$ cat src/rtl/mux_scan_collector.sv
// Sequencer in front of a 4:1 mux. It steps the mux select lines, samples the mux
// output after a programmable settle time, and packs the four channel bits into one
// word. The word is offered downstream with a valid/ready handshake.
module mux_scan_collector #(
  parameter int unsigned SETTLE = 1  // cycles each address is held before sampling, 1..15
) (
  input  logic       clk,
  input  logic       reset,
  input  logic       start,
  input  logic       continuous,
  input  logic       stop,
  output logic       address0,
  output logic       address1,
  input  logic       mux_out,
  output logic [3:0] word,
  output logic       word_valid,
  input  logic       word_ready,
  output logic       busy
);

  typedef enum logic [1:0] {StIdle, StScan, StDone} state_e;

  localparam logic [3:0] CntLast = 4'(SETTLE - 1);

  state_e     state_q, state_d;
  logic [1:0] addr_q, addr_d;
  logic [3:0] cnt_q, cnt_d;
  logic [3:0] cap_q, cap_d;
  logic [3:0] word_q, word_d;
  logic       cont_q, cont_d;

  // Next-state logic: scan sequencing, capture and handshake.
  always_comb begin
    state_d = state_q;
    addr_d  = addr_q;
    cnt_d   = cnt_q;
    cap_d   = cap_q;
    word_d  = word_q;
    // stop drops continuous mode on any edge; a start may re-latch it below.
    cont_d  = cont_q & ~stop;

    unique case (state_q)
      StIdle: begin
        addr_d = 2'd0;
        if (start) begin
          state_d = StScan;
          cnt_d   = 4'd0;
          cap_d   = 4'd0;
          cont_d  = continuous & ~stop;
        end
      end
      StScan: begin
        if (cnt_q == CntLast) begin
          cnt_d         = 4'd0;
          cap_d[addr_q] = mux_out;
          if (addr_q == 2'd3) begin
            word_d  = {mux_out, cap_q[2:0]};
            addr_d  = 2'd0;
            state_d = StDone;
          end else begin
            addr_d = addr_q + 2'd1;
          end
        end else begin
          cnt_d = cnt_q + 4'd1;
        end
      end
      StDone: begin
        if (word_ready) begin
          // A stop coinciding with the transfer ends the run here.
          if (cont_q && !stop) begin
            state_d = StScan;
            addr_d  = 2'd0;
            cnt_d   = 4'd0;
            cap_d   = 4'd0;
          end else begin
            state_d = StIdle;
          end
        end
      end
      default: state_d = StIdle;
    endcase
  end

  // State registers with synchronous reset; reset discards any partial scan.
  always_ff @(posedge clk) begin
    if (reset) begin
      state_q <= StIdle;
      addr_q  <= 2'd0;
      cnt_q   <= 4'd0;
      cap_q   <= 4'd0;
      word_q  <= 4'd0;
      cont_q  <= 1'b0;
    end else begin
      state_q <= state_d;
      addr_q  <= addr_d;
      cnt_q   <= cnt_d;
      cap_q   <= cap_d;
      word_q  <= word_d;
      cont_q  <= cont_d;
    end
  end

  // All outputs come straight from registered state: no input-to-output paths.
  always_comb begin
    address0   = addr_q[0];
    address1   = addr_q[1];
    word       = word_q;
    word_valid = (state_q == StDone);
    busy       = (state_q != StIdle);
  end

endmodule

$ cat config.mk
export PLATFORM = sky130hd
export DESIGN_NAME = mux_scan_collector
export DESIGN_NICKNAME = d
export VERILOG_FILES = /design/src/rtl/mux_scan_collector.sv
export SDC_FILE = /design/constraint.sdc
export NUM_CORES = 1
export LEC_CHECK = 0
export CORE_ASPECT_RATIO = 0.75
export CORE_MARGIN = 2
export CORE_UTILIZATION = 35
export CTS_CLUSTER_DIAMETER = 100
export CTS_CLUSTER_SIZE = 40
export DETAILED_ROUTE_END_ITERATION = 8
export SYNTH_ARGS = -nofsm -noshare
export SYNTH_HDL_FRONTEND = slang
export SYNTH_SLANG_ARGS = --single-unit
$ cat constraint.sdc
create_clock -name clk -period 2.25 [get_ports clk]
set_clock_uncertainty 0.15 [all_clocks]
set_input_delay 0.45 -clock clk [delete_from_list [all_inputs] [get_ports clk]]
set_output_delay 0.45 -clock clk [all_outputs]
set_load 0.1 [all_outputs]
# Word-level counts from Yosys, hierarchy flattened
# Cells that the tools add are included.
# op_classes
add_sub_neg,2
magnitude_cmp,2
eq_ne,8
muxes,23
n_bitwise,3
reduce_logical,12
# ops
cell,n
$pmux 4 s3,2
$mux 4,5
$mux 2,8
$pmux 2 s3,2
$reduce_and 4->1,3
$ne 2x2->1 const B,3
$reduce_and 5->1,1
$add 4x1->4 const B,1
$bwmux 4,1
$eq 2x2->1 const B,2
$logic_not 4->1,1
$mux 1,4
$ne 2x1->1 const B,2
$lt 2x3->1 const B,1
$reduce_and 3->1,1
$reduce_bool 3->1,1
$add 2x1->2 const B,1
$and 1x1->1,2
$demux 1 s2,1
$eq 2x1->1 const B,1
$ge 2x1->1 const B,1
$logic_and 1x1->1,2
$logic_not 2->1,1
$reduce_bool 2->1,1
2 further kinds,2
# totals
reg_bits,17
output_inout_bits,8
elab_cells,56

# Depth between registers and ports, before layout
# Gate-level depths: netlist of run 1.
# logic_depth
word_depth,7
ltp_mapped,6

# Worst setup path before layout of run 1
# OpenSTA, ideal clock, no wires.
# synth_path
path_type,register to register
from,register addr_q[0]
to,register word_q[0] (netlist: word[0])
t_arrival_ns,1.742
t_required_ns,1.972
slack_ns,0.230
path_stages_with_launch,5
synth_period_minus_slack_ns,2.020
path_cell_list,dfxtp_1 ha_1 nand3b_1 mux2i_1 nor2_1
# synth_between
elab_chain_len,2
# synth_rtl
element,line_no,rtl
from (decl),26,"logic [1:0] addr_q, addr_d;"
from (signal assigned),95,addr_q <= addr_d;
$eq 2x2->1,56,if (addr_q == 2'd3) begin
$reduce_and 3->1 (no line),n/a,
to (signal assigned),98,word_q <= word_d;
to (decl),29,"logic [3:0] word_q, word_d;"
# No other way between the ends.
# A chain may end at the register's enable or synchronous reset.

# Worst setup path after layout of run 1
# layout_path
from,input stop
to,register cnt_q[3]
# layout_between
elab_chain_len,4
# layout_rtl
element,line_no,rtl
from (decl),11,"input logic stop,"
$logic_not 1->1,70,if (cont_q && !stop) begin
$logic_and 1x1->1,70,
$ne 2x1->1 (no line),n/a,
$reduce_and 4->1 (no line),n/a,
to (signal assigned),96,cnt_q <= cnt_d;
to (decl),27,"logic [3:0] cnt_q, cnt_d;"
# No other way between the ends.

==> load_flow_metrics.sql, run 1 <==
INSERT INTO impl_metrics (metric_group, metric, value, unit) VALUES
('pwr', 'combinational_share_of_power', '19.2', '%'),
('synthesis', 'synth_compound_gate_area_share', '18.8', '%'),
('floorplanning', 'start_util', '37.2', '%'),
('finish', 'most_frequent_standard_cell_in_the_layout_excluding_fill_and_tap_cells', 'dfxtp_1', ''),
('synthesis', 'combinational_family_with_the_most_area_after_synthesis', 'simple AND/OR/NAND/NOR gates', ''),
('pwr', 'power.static_leakage', '0.436', 'nW'),
('critical_path', 'end_kind', 'flip-flop', ''),
('clocking', 'clk_pin_slew', '0.09', 'ns'),
('critical_path', 'regToRegEndpoint', 'cap_q[2]$_SDFFE_PP0P_', ''),
('route', 'postRouteWirelength', '1740', 'um'),
('timing', 'timing.final.crit_period', '1.94', 'ns'),
('clocking', 'clock_tree_from_tritoncts', 'built', ''),
('synthesis', 'post_synth_fa_ha_maj_area_fraction', '8.68', '%'),
('grt', 'globalRoute.busiestLayer', 'met1', ''),
('floorplanning', 'horiz_die_dim', '61.4', 'um'),
('grt', 'grtUsageMet2', '19.6', '%'),
('timing', 'achievable_freq', '515', 'MHz'),
('grt', 'use_met1', '20.4', '%'),
('floorplanning', 'die_area', '0.00289', 'mm2'),
('hold_path', 'timing.hold.worst.start', 'cap_q[1]$_SDFFE_PP0P_', ''),
('clocking', 'clk_path_buf_depth', '2', ''),
('placed_design', 'numPortBuffers', '14', ''),
('route', 'routedWlPerCell', '12.5', 'um'),
('synthesis', 'yosys.area_share.xor_xnor', '0', '%'),
('finish', 'antennaDiodeCount', '0', ''),
('clocking', 'clock_tree.root_cell', 'clkbuf_4', ''),
('clocking', 'number_of_clock_sinks', '16', ''),
('pwr', 'report.power.total', '553', 'uW'),
('finish', 'drive_above_1_share', '18.1', '%'),
('critical_path', 'r2r_start', 'cnt_q[0]$_SDFFE_PP0P_', ''),
('hold_path', 'worst_hold_path_type', 'reg2reg', ''),
('synthesis', 'netlist_area', '865', 'um2'),
('pwr', 'power_density', '524', 'mW/mm2'),
('timing', 'slew_headroom', '59.8', '%'),
('finish', 'area_growth_syn_to_layout', '22.1', '%'),
('grt', 'antenna_violations_before_repair', '0', ''),
('pwr', 'switching_power', '154', 'uW'),
('synthesis', 'synth.mux.area_fraction', '5.79', '%'),
('finish', 'final_net_count', '120', ''),
('clocking', 'htree_levels', '1', ''),
('floorplanning', 'design.portCount', '15', ''),
('timing', 'final_hold_viol_count', '0', ''),
('grt', 'first_global_vias', '612', ''),
('route', 'detail_route.drc_violations', '0', ''),
('grt', 'track_usage', '14.4', '%'),
('flow_run', 'maxCapViolations', '0', ''),
('route', 'drt.antenna.violating_nets', '0', ''),
('synthesis', 'synth.net_count', '104', ''),
('status', 'outcome', 'finished clean', ''),
('clocking', 'post_cts_buffers', '0', ''),
('timing', 'setup_repair_after_global_routing_missed_its_margin', 'false', ''),
('finish', 'filler_cell_count', '241', ''),
('timing', 'timing.final.crit_share', '86.3', '%'),
('synthesis', 'simple_gate_area_share_of_the_yosys_netlist', '22.7', '%'),
('pwr', 'max-vdd-ir-drop', '328', 'uV'),
('route', 'detailroute.via_count', '671', ''),
('critical_path', 'reg2reg_setup_slack', '0.35', 'ns'),
('finish', 'layout_common_cells', 'dfxtp_1, inv_1, a21oi_1', ''),
('route', 'viasPerCell', '4.83', ''),
('critical_path', 'reg2regPathDepth', '6', ''),
('synthesis', 'synth.yosys.warnings', '0', ''),
('floorplanning', 'chipHeight', '47.0', 'um'),
('clocking', 'insertion_delay', '0.28', 'ns'),
('timing', 'maxSlewViolCount', '0', ''),
('route', 'drtPass1Iterations', '4', ''),
('synthesis', 'ys_seq_elements', '16', ''),
('critical_path', 'cp.arrival', '2.00', 'ns'),
('critical_path', 'setup.worst_path.start_class', 'primary input', ''),
('timing', 'timing_worst_slew_pin_value', '0.601', 'ns'),
('hold_path', 'holdPathEnd', 'word[1]$_SDFFE_PP0P_', ''),
('pwr', 'switching_share', '27.8', '%');
-- cell type report --
cell class                 instances  area, um2  share of cell area (%)
sequential                        16        320                    30.3
multi-input combinational         62        484                    45.9
tap                               34       42.5                    4.03
timing repair buffer              15        153                    14.5
clock buffer                       3       22.5                    2.13
inverter                           9       33.8                    3.20
-- layer usage --
layer,vias up,part of all wire (%)
met5,-,0
met4,0,1.2
met3,2,4.7
met2,18,40
met1,302,54
li1,349,-
-- sequential cells by signal, summed over array words and instances, names as in the netlist --
register and count:
cap_q 3, word 4, addr_q 2, state_q 2
cnt_q 4, cont_q 1
-- worst max path at each step --
| stage | from | endpoint | slack (ns) | cells past startpoint |
|---|---|---|---|---|
| 6_report | stop | cnt_q[3]$_SDFFE_PP0P_ | 0.31 | 5 |
| 4_1_cts | stop | cnt_q[3]$_SDFFE_PP0P_ | 0.32 | 5 |
| 5_1_grt | cnt_q[0]$_SDFFE_PP0P_ | cap_q[2]$_SDFFE_PP0P_ | 0.21 | 6 |
| 2_1_floorplan | addr_q[0]$_SDFFE_PP0P_ | word[0]$_SDFFE_PP0P_ | 0.23 | 4 |
| 3_3_place_gp | stop | cnt_q[3]$_SDFFE_PP0P_ | 0.07 | 5 |
| 3_5_place_dp | stop | cnt_q[3]$_SDFFE_PP0P_ | 0.02 | 5 |
-- power groups by stage --
stage	logic, mW	registers [mW]	clock network [mW]
global placement	0.105	0.308	0
global route	0.116	0.304	0.171
finish	0.106	0.302	0.145
CTS	0.107	0.302	0.154
floorplan	0.0663	0.315	0
detailed placement	0.106	0.309	0
-- per-stage QoR --
step	std cells	hold WS [ns]	cell area [um2]	setup slack [ns]	util, %
2_1_floorplan	91	0.311	865	0.230	-
3_3_place_gp	136	0.327	1030	0.0678	44.4
3_5_place_dp	136	0.338	1030	0.0189	44.4
4_1_cts	139	0.361	1060	0.317	45.4
5_1_grt	139	0.400	1060	0.214	45.4
6_report	139	0.354	1060	0.309	45.4
-- critical path, cell delays in order --
cell,delay (ns)
clkdlybuf4s50_1,0.43
nand4bb_4,0.28
and2_4,0.20
or4_1,0.50
a31oi_1,0.14
-- kinds of logic (layout without fill, tap and decap cells) --
kind of cell,after synthesis,in the layout
and+or+nand+nor,27,27
AOI/OAI and AO/OA,24,24
muxes,5,5
DFF,16,16
adders and majority gates,6,6
buffers and inverters,13,27
-- synth_stat cells (all sizes together) --
library cell  instances  share of area (%)
o21ai                 5                2.9
or4b                  1                1.2
a21o                  1                1.0
or4                   1               0.87
a31oi                 2                1.4
a21oi                 9                5.2
buf                   3                2.6
and2b                 1               0.87
and4bb                1                1.4
nor2b                 1               0.72
clkbuf                1               0.43
nand3b                3                2.6
nor3                  2                1.7
nand4bb               1                3.2
a211oi                5                4.3
a221oi                1                3.0
inv                   9                3.9
or3b                  1                1.3
nand2b                2                1.4
and2                  2                1.7
ha                    6                8.7
dfxtp                16                 37
a22oi                 1               0.87
nand4b                1                1.0
nand2                 3                1.3
nor2                  6                2.6
mux2i                 5                5.8
or3                   1               0.72
No activity file was read; power rests on OpenSTA's default activity.
==> inputs of run 2 (changes only) <==
Settings changed: TNS_END_PERCENT set to 1.
==> results of run 2 <==
The final DEF is identical to that of run 1; final timing and power are the same.
==> inputs of run 3 (changes only) <==
Clock period 2.25 ns to 2.2 ns, I/O delays scaled along.
==> run 3 against run 2 <==
Worst setup slack got worse by 0.0068 ns. First-iteration DRC count fell by 22%. Highest routed layer unchanged. Sequential power rose by 2%. Largest cell class unchanged.
==> load_flow_metrics.sql, run 3 (synthesis gave the netlist of run 1 again) <==
INSERT INTO impl_metrics (metric_group, metric, value, unit) VALUES
('critical_path', 'reg2reg_setup_slack', '0.34', 'ns'),
('route', 'drtPass1Iterations', '4', ''),
('critical_path', 'worstPathCellList', 'clkdlybuf4s50_1 -> nand4bb_4 -> and2_4 -> or4_1 -> a31oi_1', ''),
('critical_path', 'regToRegEndpoint', 'cap_q[2]$_SDFFE_PP0P_', ''),
('critical_path', 'setup.worst_path.start_class', 'primary input', ''),
('pwr', 'max-vdd-ir-drop', '382', 'uV'),
('route', 'initialDrtViolationCount', '14', ''),
('placed_design', 'numPortBuffers', '14', ''),
('critical_path', 'setup.worst_path.start', 'stop', ''),
('finish', 'layout_common_cells', 'dfxtp_1, inv_1, a21oi_1', ''),
('clocking', 'number_of_clock_sinks', '16', ''),
('route', 'routedWlPerCell', '11.6', 'um'),
('critical_path', 'slowest_delay', '0.50', 'ns'),
('critical_path', 'path_depth', '5', ''),
('pwr', 'power.static_leakage', '0.448', 'nW'),
('critical_path', 'cp-endpoint', 'cnt_q[3]$_SDFFE_PP0P_', ''),
('timing', 'final_critical_path_setup_slack', '0.302', 'ns'),
('timing', 'setup_repair_after_global_routing_missed_its_margin', 'false', ''),
('finish', 'final_core_occ', '46.3', '%'),
('clocking', 'insertion_delay', '0.29', 'ns'),
('critical_path', 'r2r_start', 'cnt_q[0]$_SDFFE_PP0P_', ''),
('grt', 'first_global_vias', '549', ''),
('finish', 'final_net_count', '121', ''),
('pwr', 'power_density', '571', 'mW/mm2'),
('clocking', 'cts_inserted_buffers', '3', ''),
('finish', 'antennaDiodeCount', '0', ''),
('clocking', 'post_cts_hold_buffer_count', '0', ''),
('critical_path', 'timing.critical_path.required', '2.27', 'ns'),
('critical_path', 'path_max_fanout', '4', ''),
('floorplanning', 'placeableCoreArea', '0.00233', 'mm2'),
('grt', 'grt_start_max_net_pins', '17', ''),
('placed_design', 'dpl_cell_area', '0.00104', 'mm2'),
('route', 'detail_route.drc_violations', '0', ''),
('pwr', 'clkPwrFrac', '32.1', '%'),
('finish', 'area_growth_syn_to_layout', '24.6', '%'),
('clocking', 'clk_path_buf_depth', '2', ''),
('clocking', 'clock_tree_from_tritoncts', 'built', ''),
('placed_design', 'gp_routability_congestion', '0.851', ''),
('pwr', 'switching_share', '27.2', '%'),
('route', 'postRouteWirelength', '1640', 'um'),
('timing', 'final.hold.worst_slack', '0.360', 'ns'),
('critical_path', 'crit_slowest_cell', 'or4_1', ''),
('critical_path', 'path_delay_family', 'simple AND/OR/NAND/NOR gates', ''),
('grt', 'grt-ovfl-total', '0', ''),
('pwr', 'switching_power', '167', 'uW'),
('critical_path', 'criticalPathCategory', 'in2reg', ''),
('finish', 'most_frequent_standard_cell_in_the_layout_excluding_fill_and_tap_cells', 'dfxtp_1', ''),
('timing', 'achievable_freq', '527', 'MHz'),
('critical_path', 'critical_path.n_buffers_inverters', '1', ''),
('grt', 'antenna_violations_before_repair', '0', ''),
('timing', 'slew_headroom', '59.5', '%'),
('critical_path', 'reg2regPathDepth', '6', ''),
('timing', 'timing_worst_slew_pin_value', '0.605', 'ns'),
('hold_path', 'worst_hold_path_type', 'reg2reg', ''),
('timing', 'maxSlewViolCount', '0', ''),
('clocking', 'post_cts_resized', '0', ''),
('timing', 'timing.final.crit_period', '1.90', 'ns'),
('critical_path', 'end_kind', 'flip-flop', ''),
('finish', 'finish.instance_area', '0.00108', 'mm2'),
('pwr', 'power_report.internal_total', '447', 'uW'),
('pwr', 'combinational_share_of_power', '17.8', '%'),
('grt', 'track_usage', '12.4', '%'),
('pwr', 'power_frac_seq', '50.2', '%'),
('timing', 'setup_viol_count_final', '0', ''),
('clocking', 'clock_tree.root_cell', 'clkbuf_4', ''),
('floorplanning', 'start_util', '37.2', '%'),
('placed_design', 'post-place-ws', '-0.0229', 'ns'),
('placed_design', 'detailed_place_hpwl', '1190', 'um'),
('clocking', 'post_cts_buffers', '0', ''),
('floorplanning', 'die_area', '0.00289', 'mm2'),
('floorplanning', 'horiz_die_dim', '61.4', 'um'),
('timing', 'final_hold_viol_count', '0', ''),
('floorplanning', 'design.portCount', '15', ''),
('floorplanning', 'num_rows', '15', ''),
('flow_run', 'maxCapViolations', '0', ''),
('floorplanning', 'chipHeight', '47.0', 'um'),
('timing', 'timing.final.crit_share', '86.3', '%'),
('status', 'outcome', 'finished clean', ''),
('route', 'detailroute.via_count', '684', ''),
('clocking', 'htree_levels', '1', ''),
('route', 'drt.antenna.violating_nets', '0', ''),
('finish', 'drive_above_1_share', '19.6', '%'),
('critical_path', 'cp.arrival', '1.96', 'ns'),
('grt', 'global_route_wire_length_before_repair', '2520', 'um'),
('pwr', 'report.power.total', '615', 'uW'),
('clocking', 'clk_pin_slew', '0.10', 'ns'),
('route', 'viasPerCell', '4.85', '');
run 3: layout make-up:
class | instances | area [um2]
Clock buffer | 4 | 36.3
Fill cell | 246 | 1250
Inverter | 9 | 33.8
Multi-Input combinational cell | 62 | 484
Sequential cell | 16 | 320
Tap cell | 34 | 42.5
Timing Repair Buffer | 16 | 160
run 3: worst min path at each step:
stage	start	to	slack (ns)	depth (start not counted)
2_1_floorplan	cap_q[0]$_SDFFE_PP0P_	word[0]$_SDFFE_PP0P_	0.31	2
3_3_place_gp	word[0]$_SDFFE_PP0P_	word[0]$_SDFFE_PP0P_	0.33	2
3_5_place_dp	cap_q[1]$_SDFFE_PP0P_	word[1]$_SDFFE_PP0P_	0.34	2
4_1_cts	cap_q[0]$_SDFFE_PP0P_	word[0]$_SDFFE_PP0P_	0.37	2
5_1_grt	word[3]$_SDFFE_PP0P_	word[3]$_SDFFE_PP0P_	0.39	2
6_report	cap_q[0]$_SDFFE_PP0P_	word[0]$_SDFFE_PP0P_	0.36	2
run 3: layer usage:
| layer | track usage, % | vias up | share of wire (%) |
|---|---|---|---|
| li1 | - | 360 | - |
| met3 | 4.96 | 4 | 4.5 |
| met5 | 0 | - | 0 |
| met1 | 17.8 | 306 | 55 |
| met4 | 5.11 | 0 | 1.7 |
| met2 | 16.4 | 14 | 39 |
run 3: power groups by stage:
stage                     Clock, mW  Combinational (mW)  Sequential (mW)
final                         0.197               0.109            0.308
after global routing          0.214               0.119            0.310
after CTS                     0.204               0.110            0.309
after detailed placement          0               0.109            0.315
after global placement            0               0.109            0.316
after floorplan                   0              0.0678            0.322
run 3: metrics by stage:
step | cells | setup TNS [ns]
final | 141 | 0
after detailed placement | 137 | -0.0229
after floorplan | 91 | 0
after global routing | 141 | 0
after global placement | 137 | 0
after CTS | 141 | 0
run 3: worst min-delay path, stage by stage, from the launching register on:
cell     delay, ns
dfxtp_1       0.34
mux2i_1       0.07
nor2_1        0.07
